--- config.mk ---
export PLATFORM = sky130hd
export DESIGN_NAME = tnn_feature_packer
export DESIGN_NICKNAME = d
export VERILOG_FILES = /design/src/rtl/tnn_feature_packer.sv
export SDC_FILE = /design/constraint.sdc
export NUM_CORES = 1
export LEC_CHECK = 0
export ABC_AREA = 1
export CAP_MARGIN = 20
export CORE_MARGIN = 2
export CORE_UTILIZATION = 30
export CTS_CLUSTER_DIAMETER = 120
export DETAILED_ROUTE_END_ITERATION = 8
export GPL_ROUTABILITY_DRIVEN = 0
export SKIP_LAST_GASP = 1
export SYNTH_ARGS = -nofsm -noshare
export SYNTH_HDL_FRONTEND = slang
export SYNTH_SLANG_ARGS = --single-unit
--- constraint.sdc ---
create_clock -name clk -period 5.7 [get_ports clk]
set_clock_uncertainty 0.05 [all_clocks]
set_input_delay 1.14 -clock clk [delete_from_list [all_inputs] [get_ports clk]]
set_output_delay 1.14 -clock clk [all_outputs]
set_load 0.05 [all_outputs]
--- src/rtl/tnn_feature_packer.sv ---
// Quantizes a five-sample raw feature frame into 2-bit ternary-net codes and
// holds the packed vector until the classifier side takes it.
module tnn_feature_packer #(
  parameter int FEAT_W = 8,
  parameter int N_FEAT = 5
) (
  input  logic                clk,
  input  logic                rst,
  input  logic                in_valid,
  input  logic [FEAT_W-1:0]   in_data,
  input  logic                in_last,
  output logic                in_ready,
  input  logic                cfg_we,
  input  logic [3:0]          cfg_addr,
  input  logic [FEAT_W-1:0]   cfg_data,
  output logic                out_valid,
  output logic [2*N_FEAT-1:0] out_vec,
  input  logic                out_ready,
  output logic                frame_err,
  output logic                dbg_state
);

  typedef enum logic {
    COLLECT = 1'b0,
    HOLD    = 1'b1
  } state_t;

  localparam int                N_THR     = 3 * N_FEAT;
  localparam logic [2:0]        LAST_SLOT = 3'(N_FEAT - 1);
  localparam logic [FEAT_W-1:0] T_LO      = FEAT_W'(1) << (FEAT_W - 2);
  localparam logic [FEAT_W-1:0] T_MID     = FEAT_W'(1) << (FEAT_W - 1);
  localparam logic [FEAT_W-1:0] T_HI      = T_LO + T_MID;

  state_t              state_q, state_d;
  logic [2:0]          cnt_q, cnt_d;
  logic [1:0]          codes_q [N_FEAT];
  logic [1:0]          codes_d [N_FEAT];
  logic [2*N_FEAT-1:0] out_vec_q, out_vec_d;
  logic                frame_err_q, frame_err_d;
  logic [FEAT_W-1:0]   thr_q [N_THR];
  logic [FEAT_W-1:0]   thr_d [N_THR];

  logic       accept;
  logic [3:0] base;
  logic [1:0] code;

  // Handshakes are valid/ready: a transfer happens on a rising edge where both
  // valid and ready are high; ready never depends on the matching valid.
  assign in_ready  = (state_q == COLLECT);
  assign out_valid = (state_q == HOLD);
  assign out_vec   = out_vec_q;
  assign frame_err = frame_err_q;
  assign dbg_state = state_q;
  assign accept    = in_valid & in_ready;

  // Reads the registered table, so a same-cycle cfg write is seen one sample later.
  always_comb begin
    base = {cnt_q, 1'b0} + {1'b0, cnt_q};
    code = {1'b0, (in_data >= thr_q[base])}
         + {1'b0, (in_data >= thr_q[base + 4'd1])}
         + {1'b0, (in_data >= thr_q[base + 4'd2])};
  end

  always_comb begin
    state_d     = state_q;
    cnt_d       = cnt_q;
    codes_d     = codes_q;
    out_vec_d   = out_vec_q;
    frame_err_d = 1'b0;
    thr_d       = thr_q;

    if (cfg_we && cfg_addr != 4'd15) begin
      thr_d[cfg_addr] = cfg_data;
    end

    case (state_q)
      COLLECT: begin
        if (accept) begin
          codes_d[cnt_q] = code;
          if (cnt_q == LAST_SLOT && in_last) begin
            state_d = HOLD;
            cnt_d   = 3'd0;
            for (int i = 0; i < N_FEAT - 1; i++) begin
              out_vec_d[2*i +: 2] = codes_q[i];
            end
            out_vec_d[2*(N_FEAT-1) +: 2] = code;
          end else if (cnt_q == LAST_SLOT || in_last) begin
            frame_err_d = 1'b1;
            cnt_d       = 3'd0;
          end else begin
            cnt_d = cnt_q + 3'd1;
          end
        end
      end
      HOLD: begin
        if (out_ready) begin
          state_d = COLLECT;
        end
      end
      default: state_d = COLLECT;
    endcase
  end

  always_ff @(posedge clk) begin
    if (rst) begin
      state_q     <= COLLECT;
      cnt_q       <= 3'd0;
      out_vec_q   <= '0;
      frame_err_q <= 1'b0;
      for (int i = 0; i < N_FEAT; i++) begin
        codes_q[i] <= 2'd0;
      end
      for (int i = 0; i < N_THR; i++) begin
        thr_q[i] <= (i % 3 == 0) ? T_LO : (i % 3 == 1) ? T_MID : T_HI;
      end
    end else begin
      state_q     <= state_d;
      cnt_q       <= cnt_d;
      out_vec_q   <= out_vec_d;
      frame_err_q <= frame_err_d;
      codes_q     <= codes_d;
      thr_q       <= thr_d;
    end
  end

endmodule

* Word level (Yosys, flattened, before mapping)
Cells that the tools add are included.
** Storage, ports and cells
- Register bits :: 145
- Bits of input ports :: 26
** Operators by class
- Equal/unequal tests :: 2
- Add/subtract/negate cells :: 6
- Reduce and logical (&&, ||, !) cells :: 8
- $lt $le $gt $ge :: 10
- Bitwise gates (word level) :: 8
- Muxes and demuxes :: 22
** Operators by type and width (number)
- $bwmux W120 :: 1
- $bmux W8 S4 :: 3
- $mux W8 :: 7
- $demux W8 S4 :: 1
- $ge A8 B8 Y1 :: 3
- $ge A5 B5 Y1 const B :: 4
- $not A4 Y5 :: 4
- $bwmux W10 :: 1
- $demux W2 S3 :: 1
- $mux W3 :: 2
- $lt A5 B1 Y1 const B :: 1
- $add A4 B1 Y4 const B :: 1
- $add A4 B2 Y4 const B :: 1
- $add A4 B3 Y4 :: 1
- $ge A4 B4 Y1 const B :: 1
- $logic_and A1 B1 Y1 :: 4
- $lt A4 B1 Y1 const B :: 1
- $mux W1 :: 4
- $ne A4 B4 Y1 const B :: 1
- $not A3 Y4 :: 1
- $reduce_or A4 Y1 :: 1
- $add A3 B1 Y3 const B :: 1
- $eq A3 B3 Y1 const B :: 1
- $reduce_and A3 Y1 :: 1
- other kinds (8) :: 9

* Logic depth before layout (Yosys ltp)
- Depth after elaboration :: 10
- Gate-level depth with buffers :: 24
- Gate-level depth less buffers :: 23

* Worst setup path before layout
OpenSTA, ideal clock, no wires.
- Path type :: register to register
- Start :: register cnt_q[0]
- End :: register out_vec_q[8] (netlist: out_vec[8])
- Slack :: 1.629 ns
- Clock period less this slack :: 4.071 ns
- Data arrival time :: 3.905 ns
- Cell stages (with the launch flop) :: 21
- Path buffers :: 3
- Required time :: 5.534 ns
- Cell sequence :: dfxtp_1 > ha_1 > inv_1 > fa_1 > inv_1 > clkbuf_1 > ha_1 > buf_2 > inv_1 > buf_1 > nand3_1 > nand3_1 > nand2_1 > ha_1 > a21oi_1 > nor2_1 > a211oi_1 > nand2_1 > fa_1 > nor2_1 > nor2_1
** On the way
- Longest elaborated chain between the ends :: 9
- Elaborated cells between the ends (all ways) :: 23
- Classes of those cells :: add/sub (5); order compare (3); eq/ne (1); mux (9); bitwise (3); reduce/logical (2)
** RTL lines
- start: declaration :: line 35 : logic [2:0] cnt_q, cnt_d;
- start signal: assignment :: line 118 : cnt_q <= cnt_d;
- $add A4 B3 Y4 (*) :: line 58 : base = {cnt_q, 1'b0} + {1'b0, cnt_q};
- $add A4 B1 Y4 :: line 60 : + {1'b0, (in_data >= thr_q[base + 4'd1])}
- $not A4 Y5 (not written as such) :: line 60
- $bmux W8 S4 :: line 60
- $mux W8 (not written as such) (2 in a row) :: line 60
- $ge A8 B8 Y1 :: line 60
- $add A1 B1 Y2 :: line 60
- $add A2 B1 Y2 (*) :: line 61 : + {1'b0, (in_data >= thr_q[base + 4'd2])};
- named net code[0] :: line 45 : logic [1:0] code;
- end signal: assignment :: line 119 : out_vec_q <= out_vec_d;
- end: declaration :: line 38 : logic [2*N_FEAT-1:0] out_vec_q, out_vec_d;
The timed path passes the listed nets; every way through them passes the cells marked *. The select of a mux whose other input is x is not followed.
A chain may end at the register's enable or synchronous reset.

* Final worst setup path
- Start :: register cnt_q[2]
- End :: register codes_q[6] in the netlist's numbering
** On the way
- Longest elaborated chain between the ends :: 10
- Elaborated cells between the ends (all ways) :: 27
- Classes of those cells :: add/sub (5); order compare (5); mux (12); bitwise (4); reduce/logical (1)
** RTL lines
- $add A4 B3 Y4 (*) :: line 58
- $add A4 B1 Y4 :: line 60
- $not A4 Y5 (not written as such) :: line 60
- $bmux W8 S4 :: line 60
- $mux W8 (not written as such) (2 in a row) :: line 60
- $ge A8 B8 Y1 :: line 60
- $add A1 B1 Y2 :: line 60
- $add A2 B1 Y2 (*) :: line 61
- named net code[0] :: line 45
- $bwmux W10 (*) :: line 79 : codes_d[cnt_q] = code;
- end signal: assignment :: line 121 : codes_q <= codes_d;
- end: declaration :: line 36 : logic [1:0] codes_q [N_FEAT];
Marked as above.

==> impl_summary.md <==
Layout
The number of antenna diodes in the final layout is 0. Compared with the post-synthesis result, the final layout area differs by 13.3%. Cells with a size suffix above 1 make up between 5 and 6% of the layout. The layout has around 3.2k filler cells. The number of nets in the layout is around 1.5k.

Worst setup path
The worst setup path is captured at a register. Across all register-to-register paths, the minimum setup slack is between 900 and 1000 ps. The dominant delay contributor by cell family on the critical path is adder cells. The critical path startpoint is cnt_q[2]. The library cell contributing the largest single delay on the critical path is sky130_fd_sc_hd__fa_1. The number of cells on the worst reg-to-reg path is 19. Following the worst setup path forward leads to its endpoint at codes_q[6]. For this run, the slowest stage of the critical path takes 610 ps. In this run the critical register-to-register path is captured at codes_q[6]. The worst reg2reg path startpoint is cnt_q[2]. The cell repeated most along the worst path is sky130_fd_sc_hd__nand2_1. The highest net fanout along the worst path is 24.

The worst setup path is launched from a register. The worst path arrival time is between 5000 and 6000 ps. The critical path goes through inv_1 -> fa_1 -> buf_4 -> inv_1 -> nand2_1 -> nand2_1 -> clkinv_2 -> nand4_1 -> nand3_1 -> nand2_1 -> inv_1 -> ha_1 -> a21oi_1 -> nor2_1 -> a211oi_1 -> nand2_1 -> fa_1 -> nor2_1 -> nor2_1. The number of buffers and inverters on the critical path is 5. At the worst endpoint, the required time is ~6000 ps. The critical path runs through a total of 19 cells. The startpoint-to-endpoint class of the critical path is register to register.

Timing
The transition time at the pin with the least slew margin is 1040 ps. The worst pin sits at a relative slew slack of between 30 and 40%. The final hold violation count is 0. The achievable frequency is between 200 and 250 MHz. The worst-case hold slack is 424 ps. Dividing the final minimum period by the clock period gives between 80 and 90%. The time the worst path needs with I/O delays and setup is 4740 ps.

Setup violations remaining at the end of the flow were counted as 0. The setup TNS after final layout is 0 ps. Setup repair after global routing left no endpoint under its margin.

The number of pins with negative max-slew slack in the final report is 0.

Placed design
After legalization and detailed placement, the total HPWL measured 21700 µm. Input and output buffers added on the ports amount to 39.

Floorplanning
The core region is approximately 29000 µm². In this run the vertical extent of the chip is 176 µm. The floorplan step defined a die boundary enclosing around 30000 µm².

Pin placement for this block handled 40 I/O pins. The initial utilization of the core area, before any placement, comes to about 30%. From left edge to right edge, the die measures 176 µm. The number of cell rows is 62.

Logic synthesis
The share of async-settable or async-resettable flops after synthesis is 0%. The distinct cell type count of the synthesized netlist is 32. The gate count after technology mapping is 1443. The leading area contributor after synthesis is sky130_fd_sc_hd__dfxtp_1. The flip-flop and latch count after synthesis is around 140.

The count of warnings emitted by yosys is 0. The combined area of all synthesized cells is slightly below 9000 µm². Among all cell types in the netlist, the one instantiated most often is sky130_fd_sc_hd__nand2_1. In the synthesized netlist the dominant register cell turns out to be sky130_fd_sc_hd__dfxtp_1. In this run the biggest area consumer among cell types represents 32.3% of the synthesized area. In the synthesized netlist, the cells that appear most often are 410 x sky130_fd_sc_hd__nand2_1, 245 x sky130_fd_sc_hd__nor2_1, 185 x sky130_fd_sc_hd__o21ai_0. The synthesized area per cell is 6.14 µm². The part of the Yosys area used for sequential elements is roughly a third. In this run, synthesis inferred 0 flip-flops with an integrated enable. The number of nets produced by synthesis is roughly 1.5k. After synthesis, the cell types taking the most area are sky130_fd_sc_hd__dfxtp_1 32%, sky130_fd_sc_hd__nand2_1 17%, sky130_fd_sc_hd__o21ai_0 10%, sky130_fd_sc_hd__nor2_1 10%, sky130_fd_sc_hd__nand3_1 6.4%.

Pwr
The leakage power of the design is ~0.0046 µW. The power per cell area is about 290 nW/µm². VDD sags by at most ~0.00022 V.

Clocking
After clock tree synthesis, the flow added hold-fix buffers numbering 0. Clock-pin slew was measured on the worst setup and hold paths at ~70 ps. The clock reaches the later pin of the worst-skew pair after ~430 ps. TritonCTS built the clock tree. The number of clock sinks seen by CTS is around 140.

The maximum level of the CTS H-tree is 4. In this run, CTS created clock tree buffers numbering 17. CTS placed an instance of sky130_fd_sc_hd__clkbuf_16 at the clock tree root.

The number of post-CTS setup repair buffers is 0. Gates resized during post-CTS repair numbered 0. The maximum number of buffers from clock root to sink is 2.

Global route
The number of antenna violations at the first check in global routing was 0. The maximum number of pins on one net before global-route repair is around 140. Global routing consumed, over all layers together, around 20% of the routing resources. The first global-routing pass estimated around 47000 µm of wire.

The number of global-route vias before repair came to roughly 8.3k. The aggregate global routing overflow is 0.

Hold path
The class of the most critical hold timing path is register to register.

Status
The flow ran to the end, and the final reports show no timing, DRC or antenna violations.

Route
Using the TritonRoute via totals, the vias-per-cell ratio works out to 5.06. The detailed-route wire length is ~30000 µm. The average wire per cell in the routed design is about 17 µm. The number of nets still failing antenna checks after routing is 0.

The detailed router placed a little over 9k vias in this run. The violation count after the first detailed-route iteration is 1005. The post-detailed-route DRC marker count is 0. The number of detailed-routing iterations run before antenna repair is 5.

Flow run
The tool flagged a number of max-cap violations equal to 0.
==> per-stage QoR <==
stage | power [µW] | setup WS, ps | utilization (%) | instances | instance area, µm²
after floorplan | 1530 | 1630 | - | 1443 | 8850
after global placement | 1700 | 1080 | 32.6 | 1797 | 9410
after detailed placement | 1700 | 1080 | 32.6 | 1797 | 9410
after CTS | 2880 | 1050 | 34.7 | 1829 | 10000
after global routing | 3020 | 572 | 34.8 | 1830 | 10000
final | 2870 | 959 | 34.8 | 1830 | 10000
==> kinds of logic after synthesis <==
kind of cell | synth area share (%)
AOI/OAI and AO/OA | 16.0
xor gates and xnor gates | 0.410
adders and majority gates | 4.69
DFF | 32.3
and+or+nand+nor | 37.8
buffers and inverters | 8.80
==> worst min-delay path: stages (launching register included) <==
cell	delay, ps
sky130_fd_sc_hd__dfxtp_1	310
sky130_fd_sc_hd__inv_1	60
sky130_fd_sc_hd__a21oi_1	50
==> area by class of cell <==
class,instances,area (µm²),area share (%)
multi-input combinational,1118,5220,52.0
sequential,143,2870,28.6
tap,384,480,4.79
timing repair buffer,48,470,4.69
clock buffer,18,429,4.28
inverter,105,397,3.95
clock inverter,14,178,1.77
==> power by group <==
group / total [µW] / switching (µW) / internal, µW
sequential: 1040 / 16.9 / 1020
combinational: 652 / 445 / 207
clock: 1180 / 486 / 697
==> state kept, by name, summed over array words and instances, names as in the netlist <==
name / count
codes_q: 8
frame_err: 1
cnt_q: 3
dbg_state: 1
thr_q: 120
out_vec: 10
==> placed cells by master (no fill, tap or decap), drive strengths merged <==
cell	n
nand2	415
nor2	257
o21ai	189
dfxtp	143
nand3	114
inv	107
a21oi	61
clkdlybuf4s50	39
ha	30
clkbuf	18
or2	14
o211ai	12
nand4	9
buf	9
clkinv	7
a211oi	4
nor3	3
a21boi	3
o21bai	3
bufinv	3
fa	2
clkinvlp	2
xor2	2
==> routing by layer <==
| metal | up-vias | GRT usage, % | share of wire [%] |
|---|---|---|---|
| met5 | - | 0 | 0 |
| met4 | 0 | 5.27 | 1.8 |
| met3 | 25 | 4.29 | 8.7 |
| met2 | 358 | 29.8 | 42 |
| met1 | 4254 | 28.4 | 47 |
| li1 | 4614 | - | - |
==> worst min path at each step <==
| stage | start | to | slack [ps] | depth (start not counted) |
|---|---|---|---|---|
| after CTS | thr_q[47] | thr_q[47] | 430 | 2 |
| after global routing | thr_q[95] | thr_q[95] | 450 | 2 |
| after detailed placement | thr_q[47] | thr_q[47] | 420 | 2 |
| after global placement | thr_q[96] | thr_q[96] | 410 | 2 |
| after floorplan | thr_q[23] | thr_q[23] | 390 | 2 |
| final | thr_q[47] | thr_q[47] | 420 | 2 |
(Power assumes the default switching activity.)
